--- config.mk ---
export PLATFORM = sky130hd
export DESIGN_NAME = ahblite_sram_slave
export DESIGN_NICKNAME = d
export VERILOG_FILES = /design/src/rtl/ahblite_sram_slave.sv
export SDC_FILE = /design/constraint.sdc
export NUM_CORES = 1
export LEC_CHECK = 0
export ABC_AREA = 1
export BUFFER_PORTS_ARGS = -buffer_cell sky130_fd_sc_hd__buf_2
export CAP_MARGIN = 20
export CORE_MARGIN = 2
export CORE_UTILIZATION = 37
export DETAILED_ROUTE_END_ITERATION = 8
export MAX_ROUTING_LAYER = met4
export PLACE_DENSITY = 0.89
export RECOVER_POWER = 50
export SYNTH_ARGS = -nofsm -noshare
export SYNTH_HDL_FRONTEND = slang
export SYNTH_SLANG_ARGS = --single-unit
--- constraint.sdc ---
create_clock -name clk_i -period 1.2 [get_ports clk_i]
set_input_delay 0.12 -clock clk_i [delete_from_list [all_inputs] [get_ports clk_i]]
set_output_delay 0.12 -clock clk_i [all_outputs]
set_load 0.02 [all_outputs]
--- src/rtl/ahblite_sram_slave.sv ---
// AHB-Lite subordinate fronting a single-port synchronous SRAM with 1-cycle read latency.
// Zero-wait reads/writes, one wait state for a read right after a write, two-cycle ERROR.
module ahblite_sram_slave #(
    parameter int HADDR_W = 28,
    parameter int DATA_W  = 32,
    parameter int SRAM_AW = 12
) (
    input  logic               clk_i,
    input  logic               rst_ni,
    input  logic               hsel_i,
    input  logic [HADDR_W-1:0] haddr_i,
    input  logic [1:0]         htrans_i,
    input  logic [2:0]         hsize_i,
    input  logic               hwrite_i,
    input  logic [DATA_W-1:0]  hwdata_i,
    input  logic [2:0]         hburst_i,
    input  logic [3:0]         hprot_i,
    input  logic               hmastlock_i,
    output logic [DATA_W-1:0]  hrdata_o,
    output logic               hready_o,
    output logic               hresp_o,
    output logic               sram_req_o,
    output logic               sram_we_o,
    output logic [SRAM_AW-1:0] sram_addr_o,
    output logic [3:0]         sram_be_o,
    output logic [DATA_W-1:0]  sram_wdata_o,
    input  logic [DATA_W-1:0]  sram_rdata_i
);

    localparam int ROW_LSB = SRAM_AW + 2;

    // Each state names the data phase of the previously accepted transfer.
    typedef enum logic [2:0] {
        S_IDLE,
        S_WR,
        S_RD,
        S_RD_STALL,
        S_ERR1,
        S_ERR2
    } state_e;

    state_e             state_q, state_d;
    logic [SRAM_AW-1:0] addr_q;
    logic [3:0]         be_q;

    logic               accept;
    logic               misaligned;
    logic               out_of_range;
    logic               illegal;
    logic [SRAM_AW-1:0] dec_addr;
    logic [3:0]         dec_be;

    logic unused_sideband;
    assign unused_sideband = ^{hburst_i, hprot_i, hmastlock_i};

    // ------------------------------------------------------------------
    // Address-phase decode
    // ------------------------------------------------------------------
    always_comb begin
        misaligned = 1'b0;
        case (hsize_i)
            3'b001:  misaligned = haddr_i[0];
            3'b010:  misaligned = |haddr_i[1:0];
            default: misaligned = 1'b0;
        endcase
    end

    assign out_of_range = (haddr_i >> ROW_LSB) != '0;
    assign illegal      = (hsize_i > 3'b010) | misaligned | out_of_range;
    assign dec_addr     = haddr_i[SRAM_AW+1:2];

    always_comb begin
        dec_be = 4'b1111;
        case (hsize_i)
            3'b000:  dec_be = 4'b0001 << haddr_i[1:0];
            3'b001:  dec_be = 4'b0011 << haddr_i[1:0];
            default: dec_be = 4'b1111;
        endcase
    end

    assign hready_o = !(state_q inside {S_RD_STALL, S_ERR1});

    // Nothing is accepted while reset is held, so the SRAM port stays quiet in reset.
    assign accept = rst_ni & hsel_i & htrans_i[1] & hready_o;

    // ------------------------------------------------------------------
    // State and address-phase registers
    // ------------------------------------------------------------------
    // NOTE: sequential state uses non-blocking (<=) so every register samples pre-edge values.
    always_ff @(posedge clk_i or negedge rst_ni) begin
        if (!rst_ni) begin
            state_q <= S_IDLE;
            addr_q  <= '0;
            be_q    <= '0;
        end else begin
            state_q <= state_d;
            if (accept && !illegal) begin
                addr_q <= dec_addr;
                be_q   <= dec_be;
            end
        end
    end

    // ------------------------------------------------------------------
    // Next state and data-phase outputs
    // ------------------------------------------------------------------
    // NOTE: every output is given a default first so no path through the case infers a latch.
    always_comb begin
        state_d      = S_IDLE;
        hresp_o      = 1'b0;
        hrdata_o     = '0;
        sram_req_o   = 1'b0;
        sram_we_o    = 1'b0;
        sram_addr_o  = '0;
        sram_be_o    = '0;
        sram_wdata_o = '0;

        case (state_q)
            S_WR: begin
                sram_req_o   = 1'b1;
                sram_we_o    = 1'b1;
                sram_addr_o  = addr_q;
                sram_be_o    = be_q;
                sram_wdata_o = hwdata_i;
            end
            S_RD: begin
                hrdata_o = sram_rdata_i;
            end
            S_RD_STALL: begin
                sram_req_o  = 1'b1;
                sram_addr_o = addr_q;
            end
            S_ERR1, S_ERR2: begin
                hresp_o = 1'b1;
            end
            default: ;
        endcase

        if (state_q == S_RD_STALL) begin
            state_d = S_RD;
        end else if (state_q == S_ERR1) begin
            state_d = S_ERR2;
        end else if (!accept) begin
            state_d = S_IDLE;
        end else if (illegal) begin
            state_d = S_ERR1;
        end else if (hwrite_i) begin
            state_d = S_WR;
        end else if (state_q == S_WR) begin
            // The port is committing the write this cycle; the read issues next cycle.
            state_d = S_RD_STALL;
        end else begin
            state_d     = S_RD;
            sram_req_o  = 1'b1;
            sram_addr_o = dec_addr;
        end
    end

`ifndef SYNTHESIS
    a_err1_quiet: assert property (@(posedge clk_i) disable iff (!rst_ni)
        state_q == S_ERR1 |-> !sram_req_o);
    a_err_pair: assert property (@(posedge clk_i) disable iff (!rst_ni)
        state_q == S_ERR1 |=> state_q == S_ERR2);
    a_stall_once: assert property (@(posedge clk_i) disable iff (!rst_ni)
        state_q == S_RD_STALL |=> state_q == S_RD);
    a_wr_lanes_quiet: assert property (@(posedge clk_i) disable iff (!rst_ni)
        !(sram_req_o && sram_we_o) |-> (sram_be_o == '0 && sram_wdata_o == '0));
`endif

endmodule

==> impl_metrics.yaml, run 1 <==
floorplanning:
  rows: 29
  core_area_um2: 6390
  die_y_um: 85.7
  io_pins: 193
  initial_utilization: 0.387
  die_x_um: 85.7
  die_area_um2: 7340
timing:
  hold_violations: 0
  skew_ns: 0.00719
  relSlewSlack: 0.655
  timing.setup.tns_ns: -55.23
  period_share: 1.61
  fin_hold_ws_ns: 0.114
  fin_crit_ns: 1.94
  tightest_slew_ns: 0.518
  rsz0062_at_grt: "true"
  clock.fmax_mhz: 516
  worst_slack_ns: -0.737
  maxSlewViolCount: 0
  setup_viol: 103
power:
  swShare: 0.479
  clkPwrFrac: 0.100
  p_total_mw: 4.98
  power_switching_mw: 2.39
  power_frac_comb: 0.759
  worst_ir_drop_vdd_mv: 0.945
  p_int_mw: 2.60
  leakagePower_nw: 2.81
  p_seq_frac: 0.141
  powerDensity_nw_per_um2: 961
synth:
  synthesis.nets: 553
  synth_warnings: 0
  ys_seq_elements: 19
  synth_simple_gate_area_frac: 0.475
  yosys.area.top_type: "dfrtp_1"
  yosys.cell_types.count: 22
  synth_cells: 444
  muxShareOfSynthArea: 0
  syn-cell-area_um2: 2470
  yosys-top-cells-area: "dfrtp_1 (19%), nand2_1 (17%), inv_1 (15%)"
  synthXorXnorAreaFrac: 0
  synthAdderAreaFrac: 0
  seq_area_frac_synth: 0.193
  synth_top_family_by_area: "simple AND/OR/NAND/NOR gates"
  syn_area_per_cell_um2: 5.56
  synth_top_area_share: 0.193
  synth-compound-area-share: 0.104
finish:
  drive_gt1_frac: 0.608
  num-fill-cells: 385
  area_growth_pct: 110
  finalNetCount: 786
status:
  violations: "setup timing"
  outcome: "finished with violations"
worst_setup_path:
  required_ns: 1.08
  cp.arrival_ns: 1.82
  startpoint_type: "flop"
  endpoint_kind: "output port"
  crit_type: "reg -> out"
  cp_max_fo: 6
cts:
  clock-root-buffer: "clkbuf_8"
  cts.clk_slew.worst_paths_ns: 0.09
  clock_latency_ns: 0.27
  cts_max_path_buffers: 2
  clkSinkCount: 19
  cts_max_level: 1
  numCtsBuffers: 3
  cts_tree: "built"
global_routing:
  grt.overflow.total: 0
  antenna_found_initial: 1
  grt_pass1_vias: 3841
  grt.total_usage: 0.317
  grt_start_max_net_pins: 20
  grt_first_pass_wirelength_um: 17800
flow_run:
  maxCapViolations: 0
routing:
  vias_per_cell: 4.84
  wl_um: 11700
  drt_first_iter_violations: 209
  post_drt_wl_per_cell_um: 15.5
  firstDrtPassIters: 4
  postRouteAntennaNets: 0
  drc: 0
  dr_total_vias: 3653
placement:
  dp_hpwl_um: 7660
  routabilityCongestion: 0.906
  port_buffers: 183
min_path:
  hold_class: "in -> reg"
cells in the mapped netlist:
| cell | instances |
|---|---|
| a21oi_1 | 3 |
| o21ai_2 | 15 |
| nand2_2 | 16 |
| buf_6 | 5 |
| buf_4 | 1 |
| inv_1 | 101 |
| o21bai_1 | 12 |
| nand2_4 | 2 |
| buf_2 | 10 |
| nor2_8 | 1 |
| clkbuf_1 | 4 |
| buf_1 | 1 |
| or2_4 | 1 |
| o21ai_0 | 2 |
| nor2_2 | 4 |
| nand3_1 | 31 |
| inv_2 | 14 |
| nor2_4 | 12 |
| o21ai_1 | 2 |
| nor2_1 | 79 |
| nand2_1 | 109 |
| dfrtp_1 | 19 |
worst paths after layout:
path	start	endpoint	slack (ns)	cells after the start
max in group asynchronous	rst_ni	state_q[1]	0.24	3
min	haddr_i[13]	addr_q[11]	0.11	3
max	state_q[2]	sram_addr_o[5]	-0.74	10
min reg2reg	be_q[2]	be_q[2]	0.49	2
max reg2reg	state_q[2]	addr_q[7]	-0.64	11
min in group asynchronous	rst_ni	state_q[0]	0.59	3
per-layer routing:
metal,vias to the layer above,global-route usage,routed length [µm]
li1,1741,-,-
met1,1644,0.338,4210
met2,212,0.574,6000
met3,56,0.0597,942
met4,0,0.127,518
met5,-,-,0
layout make-up:
| type | count | area [µm²] | area share |
|---|---|---|---|
| Clock inverter | 1 | 7.51 | 0.00145 |
| Tap cell | 77 | 96.3 | 0.0186 |
| Timing Repair Buffer | 248 | 2110 | 0.406 |
| Inverter | 115 | 439 | 0.0847 |
| Multi-Input combinational cell | 290 | 2010 | 0.389 |
| Sequential cell | 19 | 477 | 0.0920 |
| Antenna cell | 1 | 2.50 | 0.000483 |
| Clock buffer | 3 | 41.3 | 0.00797 |
cell families (layout without fill, tap and decap cells):
logic type / count (synthesis) / count (layout)
flops: 19 / 19
other cells: 0 / 1
simple gates: 255 / 256
compound gates: 34 / 34
buf+inv: 136 / 367
flip-flops by register name, indices dropped and copies added (netlist names):
| name | flops |
|---|---|
| addr_q | 12 |
| be_q | 4 |
| state_q | 3 |
cell usage in the layout (no fill, tap or decap), types with 9 or more instances in the layout:
master,n
nand2_2,37
buf_12,13
inv_2,13
buf_2,99
nor2_1,15
dfrtp_1,18
buf_6,56
nand2_1,87
buf_4,70
nor2_2,9
o21ai_2,16
inv_1,99
nor2_4,71
nand3_1,26
o21bai_1,12
through the flow:
step | cells | worst slack, ns | util | instance area [µm²]
after floorplan | 444 | -0.162 | - | 3010
after global placement | 730 | -0.276 | 0.678 | 4330
after detailed placement | 730 | -0.325 | 0.678 | 4330
after CTS | 748 | -0.601 | 0.795 | 5080
after global routing | 754 | -0.802 | 0.812 | 5180
final | 754 | -0.737 | 0.812 | 5180
power groups by stage:
stage / sequential (mW) / combinational [mW] / clock (mW)
6_report: 0.703 / 3.78 / 0.497
5_1_grt: 0.706 / 4.01 / 0.515
4_1_cts: 0.703 / 3.46 / 0.484
3_5_place_dp: 0.716 / 2.87 / 0
3_3_place_gp: 0.714 / 2.82 / 0
2_1_floorplan: 0.713 / 1.82 / 0
worst max-delay path, cell delays in order (launching register included):
cell and delay [ns]:
dfrtp_1 0.43, inv_2 0.18, nor2_4 0.05, nand2_2 0.10, nand2_4 0.06, nor2_4 0.16
buf_12 0.14, buf_8 0.10, nand2_1 0.09, nand2_2 0.11, buf_6 0.12
repair_timing:
action,CTS,global route
buffers inserted,10,3
setup endpoints to repair,103,103
hold buffers,1,0
pin swaps,6,12
cloned,4,2
endpoints found under the hold margin,19,0
resized for setup,158,15
No activity file was read; power rests on OpenSTA's default activity.
==> run 2: changes to the inputs <==
==> constraint.sdc (replaced) <==
create_clock -name clk_i -period 1.2 [get_ports clk_i]
set_input_delay 0.12 -clock clk_i [delete_from_list [all_inputs] [get_ports clk_i]]
set_output_delay 0.12 -clock clk_i [all_outputs]
set_load 0.005 [all_outputs]
==> run 2 against run 1 <==
Against the previous run:
- the run still ends with setup timing left
- non-clock buffer count fell by 5
- routed wire length decreased by 22%
- first-iteration DRC count shrank 27%
- worst setup slack improved by 0.11 ns
- fmax rose by 6.0%
- final cell count shrank 0.80%
- sequential power about the same
- critical endpoint is now addr_q[4]
- largest power group unchanged
==> impl_metrics.yaml, run 2 (synthesis results as in run 1) <==
status:
  outcome: "finished with violations"
  violations: "setup timing"
global_routing:
  grt.total_usage: 0.243
  grt_pass1_vias: 3271
  grt_first_pass_wirelength_um: 14500
  met1_usage: 0.298
  grt_start_max_net_pins: 28
  grt.overflow.total: 0
  antenna_found_initial: 0
  grt_util_met3: 0.0173
  met2_usage: 0.434
  top_usage_layer: "met2"
cts:
  cts_max_path_buffers: 2
  cts.clk_slew.worst_paths_ns: 0.07
  cts_max_level: 1
  clock_latency_ns: 0.26
  clock-root-buffer: "clkbuf_8"
  cts_tree: "built"
  numCtsBuffers: 3
  clkSinkCount: 19
timing:
  rsz0062_at_grt: "true"
  tightest_slew_ns: 0.465
  timing.setup.tns_ns: -44.17
  maxSlewViolCount: 0
  worst_slack_ns: -0.627
  fin_hold_ws_ns: 0.137
  clock.fmax_mhz: 547
  period_share: 1.52
  fin_crit_ns: 1.83
  setup_viol: 103
  hold_violations: 0
  relSlewSlack: 0.690
  skew_ns: 0.00474
floorplanning:
  die_area_um2: 7340
  die_y_um: 85.7
  rows: 29
  core_area_um2: 6390
  io_pins: 193
  initial_utilization: 0.387
  die_x_um: 85.7
placement:
  dp_hpwl_um: 7130
  port_buffers: 183
  routabilityCongestion: 0.906
finish:
  diodes: 0
  largest_reg_flops: 12
  num-fill-cells: 551
  final_common_cell: "buf_2"
  drive_gt1_frac: 0.496
  layout_common_cells: "buf_2 (180), nand2_1 (108), inv_1 (98)"
  reg.largest.list: "addr_q (12), be_q (4), state_q (3)"
  area_growth_pct: 68.9
  largest_register: "addr_q"
  finalNetCount: 781
worst_setup_path:
  startpoint_type: "flop"
  reg2reg_to: "addr_q[4]"
  crit_type: "reg -> reg"
  worstRegToRegCells: 12
  cp.arrival_ns: 1.97
  rrSetupSlack_ns: -0.63
  reg2reg_from: "state_q[2]"
  required_ns: 1.34
  endpoint: "addr_q[4]"
  endpoint_kind: "flop"
  crit_start: "state_q[2]"
  cp_max_fo: 7
power:
  p_int_mw: 2.32
  worst_ir_drop_vdd_mv: 0.891
  power_switching_mw: 1.66
  clkPwrFrac: 0.110
  p_total_mw: 3.98
  powerDensity_nw_per_um2: 955
  leakagePower_nw: 2.69
  swShare: 0.418
  p_seq_frac: 0.176
  power_frac_comb: 0.713
routing:
  firstDrtPassIters: 4
  drt_first_iter_violations: 153
  drc: 0
  postRouteAntennaNets: 0
  vias_per_cell: 4.56
  post_drt_wl_per_cell_um: 12.2
  dr_total_vias: 3414
  wl_um: 9130
min_path:
  hold_class: "in -> reg"
flow_run:
  maxCapViolations: 0
[run 2: cell types whose count changed in the layout (fill, tap and decap cells not counted), sizes merged]
cell / delta
diode: -1
clkbuf: +1
bufbuf: -2
buf: -4
clkinv: +2
clkinvlp: -1
nand3: -1
[run 2: metal layers]
metal | vias to the layer above | wire (µm)
met5 | - | 0
met1 | 1493 | 3770
met3 | 24 | 606
met4 | 0 | 218
li1 | 1724 | -
met2 | 173 | 4540
[run 2: how the worst min path moves through the flow]
stage / start / to / depth (start not counted)
floorplan: rst_ni / addr_q[0] / 0
global placement: rst_ni / addr_q[6] / 2
detailed placement: rst_ni / addr_q[6] / 2
CTS: haddr_i[8] / addr_q[6] / 3
global route: haddr_i[8] / addr_q[6] / 3
finish: haddr_i[9] / addr_q[7] / 3
[run 2: power by group through the flow]
| stage | clock network, mW | logic (mW) | registers [mW] |
|---|---|---|---|
| global route | 0.464 | 3.06 | 0.705 |
| finish | 0.440 | 2.84 | 0.703 |
| CTS | 0.439 | 2.34 | 0.703 |
| detailed placement | 0 | 2.04 | 0.715 |
| floorplan | 0 | 1.03 | 0.713 |
| global placement | 0 | 2.02 | 0.711 |
[run 2: metrics by stage]
stage / instances / cell area, µm² / util / setup WS (ns)
finish: 748 / 4170 / 0.653 / -0.627
global route: 748 / 4170 / 0.653 / -0.700
CTS: 737 / 3950 / 0.618 / -0.503
detailed placement: 728 / 3750 / 0.588 / -0.328
global placement: 728 / 3750 / 0.588 / -0.247
floorplan: 444 / 2480 / - / -0.0999
[run 2: cell type report]
cell class                      instances  area (µm²)  area share
Clock buffer                            3        41.3     0.00990
Clock inverter                          1        5.00     0.00120
Inverter                              115         439       0.105
Multi-Input combinational cell        289        1560       0.374
Sequential cell                        19         475       0.114
Tap cell                               77        96.3      0.0231
Timing Repair Buffer                  243        1550       0.371
Timing Repair inverter                  1        6.26     0.00150
[run 2: timing repair]
item / 4_1_cts / 5_1_grt
endpoints found under the setup margin: 102 / 103
hold endpoints to repair: 19 / 0
resized for setup: 22 / 35
gates cloned: 1 / 3
pin swaps: 2 / 5
setup buffers: 3 / 10
hold buffers: 1 / 0
[run 2: worst max-delay path: stages (launching register included)]
cell and delay, ns:
dfrtp_1 0.42, inv_2 0.14, nor2_4 0.05, nand2_2 0.09
nand2_4 0.06, nor2_4 0.23, buf_4 0.16, buf_6 0.08
buf_4 0.11, nand2_4 0.09, buf_6 0.17, nand2_2 0.07
o21ai_2 0.05
==> run 3: changes to the inputs <==
--- a/config.mk
+++ b/config.mk
@@ -17,3 +17,4 @@
 export SYNTH_ARGS = -nofsm -noshare
 export SYNTH_HDL_FRONTEND = slang
 export SYNTH_SLANG_ARGS = --single-unit
+export TNS_END_PERCENT = 20
==> run 3 against run 2 <==
Against the previous run:
- first-iteration DRC count grew 9.8%
- core utilization down 3.3 points
- the flow still finishes with violations (setup timing)
- critical endpoint is now sram_addr_o[9]
- critical path type is now reg -> out
- via count is 2.9% lower
- highest routed layer unchanged
- global-route usage fell by 0.99 points
==> impl_metrics.yaml, run 3 (synthesis results as in run 1) <==
status:
  outcome: "finished with violations"
  violations: "setup timing"
floorplanning:
  io_pins: 193
  die_y_um: 85.7
  die_area_um2: 7340
  core_area_um2: 6390
  initial_utilization: 0.387
  die_x_um: 85.7
  rows: 29
timing:
  worst_slack_ns: -0.559
  rsz0062_at_grt: "true"
  tightest_slew_ns: 0.482
  fin_crit_ns: 1.76
  maxSlewViolCount: 0
  skew_ns: 0.00268
  setup_viol: 103
  relSlewSlack: 0.678
  clock.fmax_mhz: 569
  period_share: 1.47
  hold_violations: 0
global_routing:
  grt.total_usage: 0.233
  grt_first_pass_wirelength_um: 13700
  met2_usage: 0.394
  grt_pass1_vias: 3043
  antenna_found_initial: 0
  grt.overflow.total: 0
  grt_start_max_net_pins: 37
  met1_usage: 0.302
  top_usage_layer: "met2"
  grt_util_met3: 0.0221
finish:
  area_growth_pct: 60.3
  largest_reg_flops: 12
  final_util: 0.620
  final_common_cell: "buf_2"
  layout_common_cells: "buf_2 (182), inv_1 (100), nand2_1 (100)"
  final_cells: 735
  diodes: 0
  largest_register: "addr_q"
  finalNetCount: 768
  reg.largest.list: "addr_q (12), be_q (4), state_q (3)"
  drive_gt1_frac: 0.474
routing:
  postRouteAntennaNets: 0
  dr_total_vias: 3315
  wl_um: 8730
  vias_per_cell: 4.51
  firstDrtPassIters: 6
  drt_first_iter_violations: 168
  post_drt_wl_per_cell_um: 11.9
  drc: 0
worst_setup_path:
  cp_slowest_stage_delay_ns: 0.38
  cp_max_fo: 6
  cpMaxStageDelayCell: "dfrtp_1"
  crit_type: "reg -> out"
  required_ns: 1.08
  cpMostUsedCell: "nand2_1"
  cp.arrival_ns: 1.64
  critical_path.cell_chain: "inv_2 > nor2_4 > inv_4 > buf_12 > nor2_4 > inv_2 > o21bai_1 > nand2_1 > nand2_1 > nand2_1 > buf_2"
  startpoint_type: "flop"
  endpoint_kind: "output port"
placement:
  routabilityCongestion: 0.870
  port_buffers: 183
  pre_cts_ws_ns: -0.332
  dp_cells: 716
  dp_hpwl_um: 6750
cts:
  clock_latency_ns: 0.26
  cts_tree: "built"
  clock-root-buffer: "clkbuf_8"
  cts_max_path_buffers: 2
  cts_max_level: 1
  numCtsBuffers: 3
  cts.clk_slew.worst_paths_ns: 0.07
  clkSinkCount: 19
min_path:
  hold_class: "in -> reg"
power:
  p_total_mw: 3.34
  worst_ir_drop_vdd_mv: 0.691
  powerDensity_nw_per_um2: 844
  leakagePower_nw: 2.63
flow_run:
  maxCapViolations: 0
[run 3: cell count changes in the layout (fill, tap and decap cells not counted), sizes merged]
cell / change
clkbuf: +1
buf: -12
clkinv: -2
[run 3: what timing repair did]
| item | 4_1_cts | 5_1_grt |
|---|---|---|
| buffers inserted | 7 | 4 |
| endpoints found under the hold margin | 19 | 0 |
| resized for setup | 21 | 9 |
| gates cloned | 1 | 2 |
| setup endpoints to repair | 103 | 103 |
| pin swaps | 8 | 10 |
| hold buffers | 1 | 0 |
[run 3: critical path: cells and delay by family (launching register included)]
family                 cells  cell delay, ns
buffers and inverters      5            0.43
and+or+nand+nor            5            0.41
DFF                        1            0.38
AOI/OAI and AO/OA          1            0.14
[run 3: power by group]
group | leakage, nW | switching, mW | internal (mW) | total (mW)
combinational | 2.34 | 1.19 | 0.990 | 2.18
clock | 0.0228 | 0.221 | 0.237 | 0.457
sequential | 0.263 | 0.0334 | 0.672 | 0.705
total | 2.63 | 1.44 | 1.90 | 3.34
[run 3: routing by layer]
layer  part of all wire  vias up
met5                  0        -
li1                   -     1701
met1               0.40     1430
met2               0.49      168
met3              0.090       16
met4              0.015        0
[run 3: final timing paths]
path / from / end / slack, ns / cells after the start
worst min-delay path: haddr_i[8] / addr_q[6] / 0.13 / 3
worst min register to register: be_q[2] / be_q[2] / 0.49 / 2
max in group asynchronous: rst_ni / addr_q[4] / 0.32 / 3
min in group asynchronous: rst_ni / addr_q[1] / 0.56 / 3
worst max register to register: state_q[2] / be_q[3] / -0.50 / 12
worst max-delay path: state_q[0] / sram_addr_o[9] / -0.56 / 11
[run 3: stage by stage]
step | hold slack, ns | TNS (ns) | area (µm²)
after detailed placement | 0.161 | -18.23 | 3660
final | 0.127 | -43.33 | 3960
after global routing | 0.141 | -50.87 | 3960
after global placement | 0.159 | -16.91 | 3660
after floorplan | -0.176 | -2.37 | 2480
after CTS | 0.126 | -36.76 | 3860
[run 3: final cells by class]
cell class / instances / area [µm²]
well taps: 77 / 96.3
inverters: 115 / 439
repair buffers: 231 / 1420
clock buffers: 4 / 45.0
fillers: 582 / 2430
flip-flops and latches: 19 / 475
multi-input cells: 289 / 1480
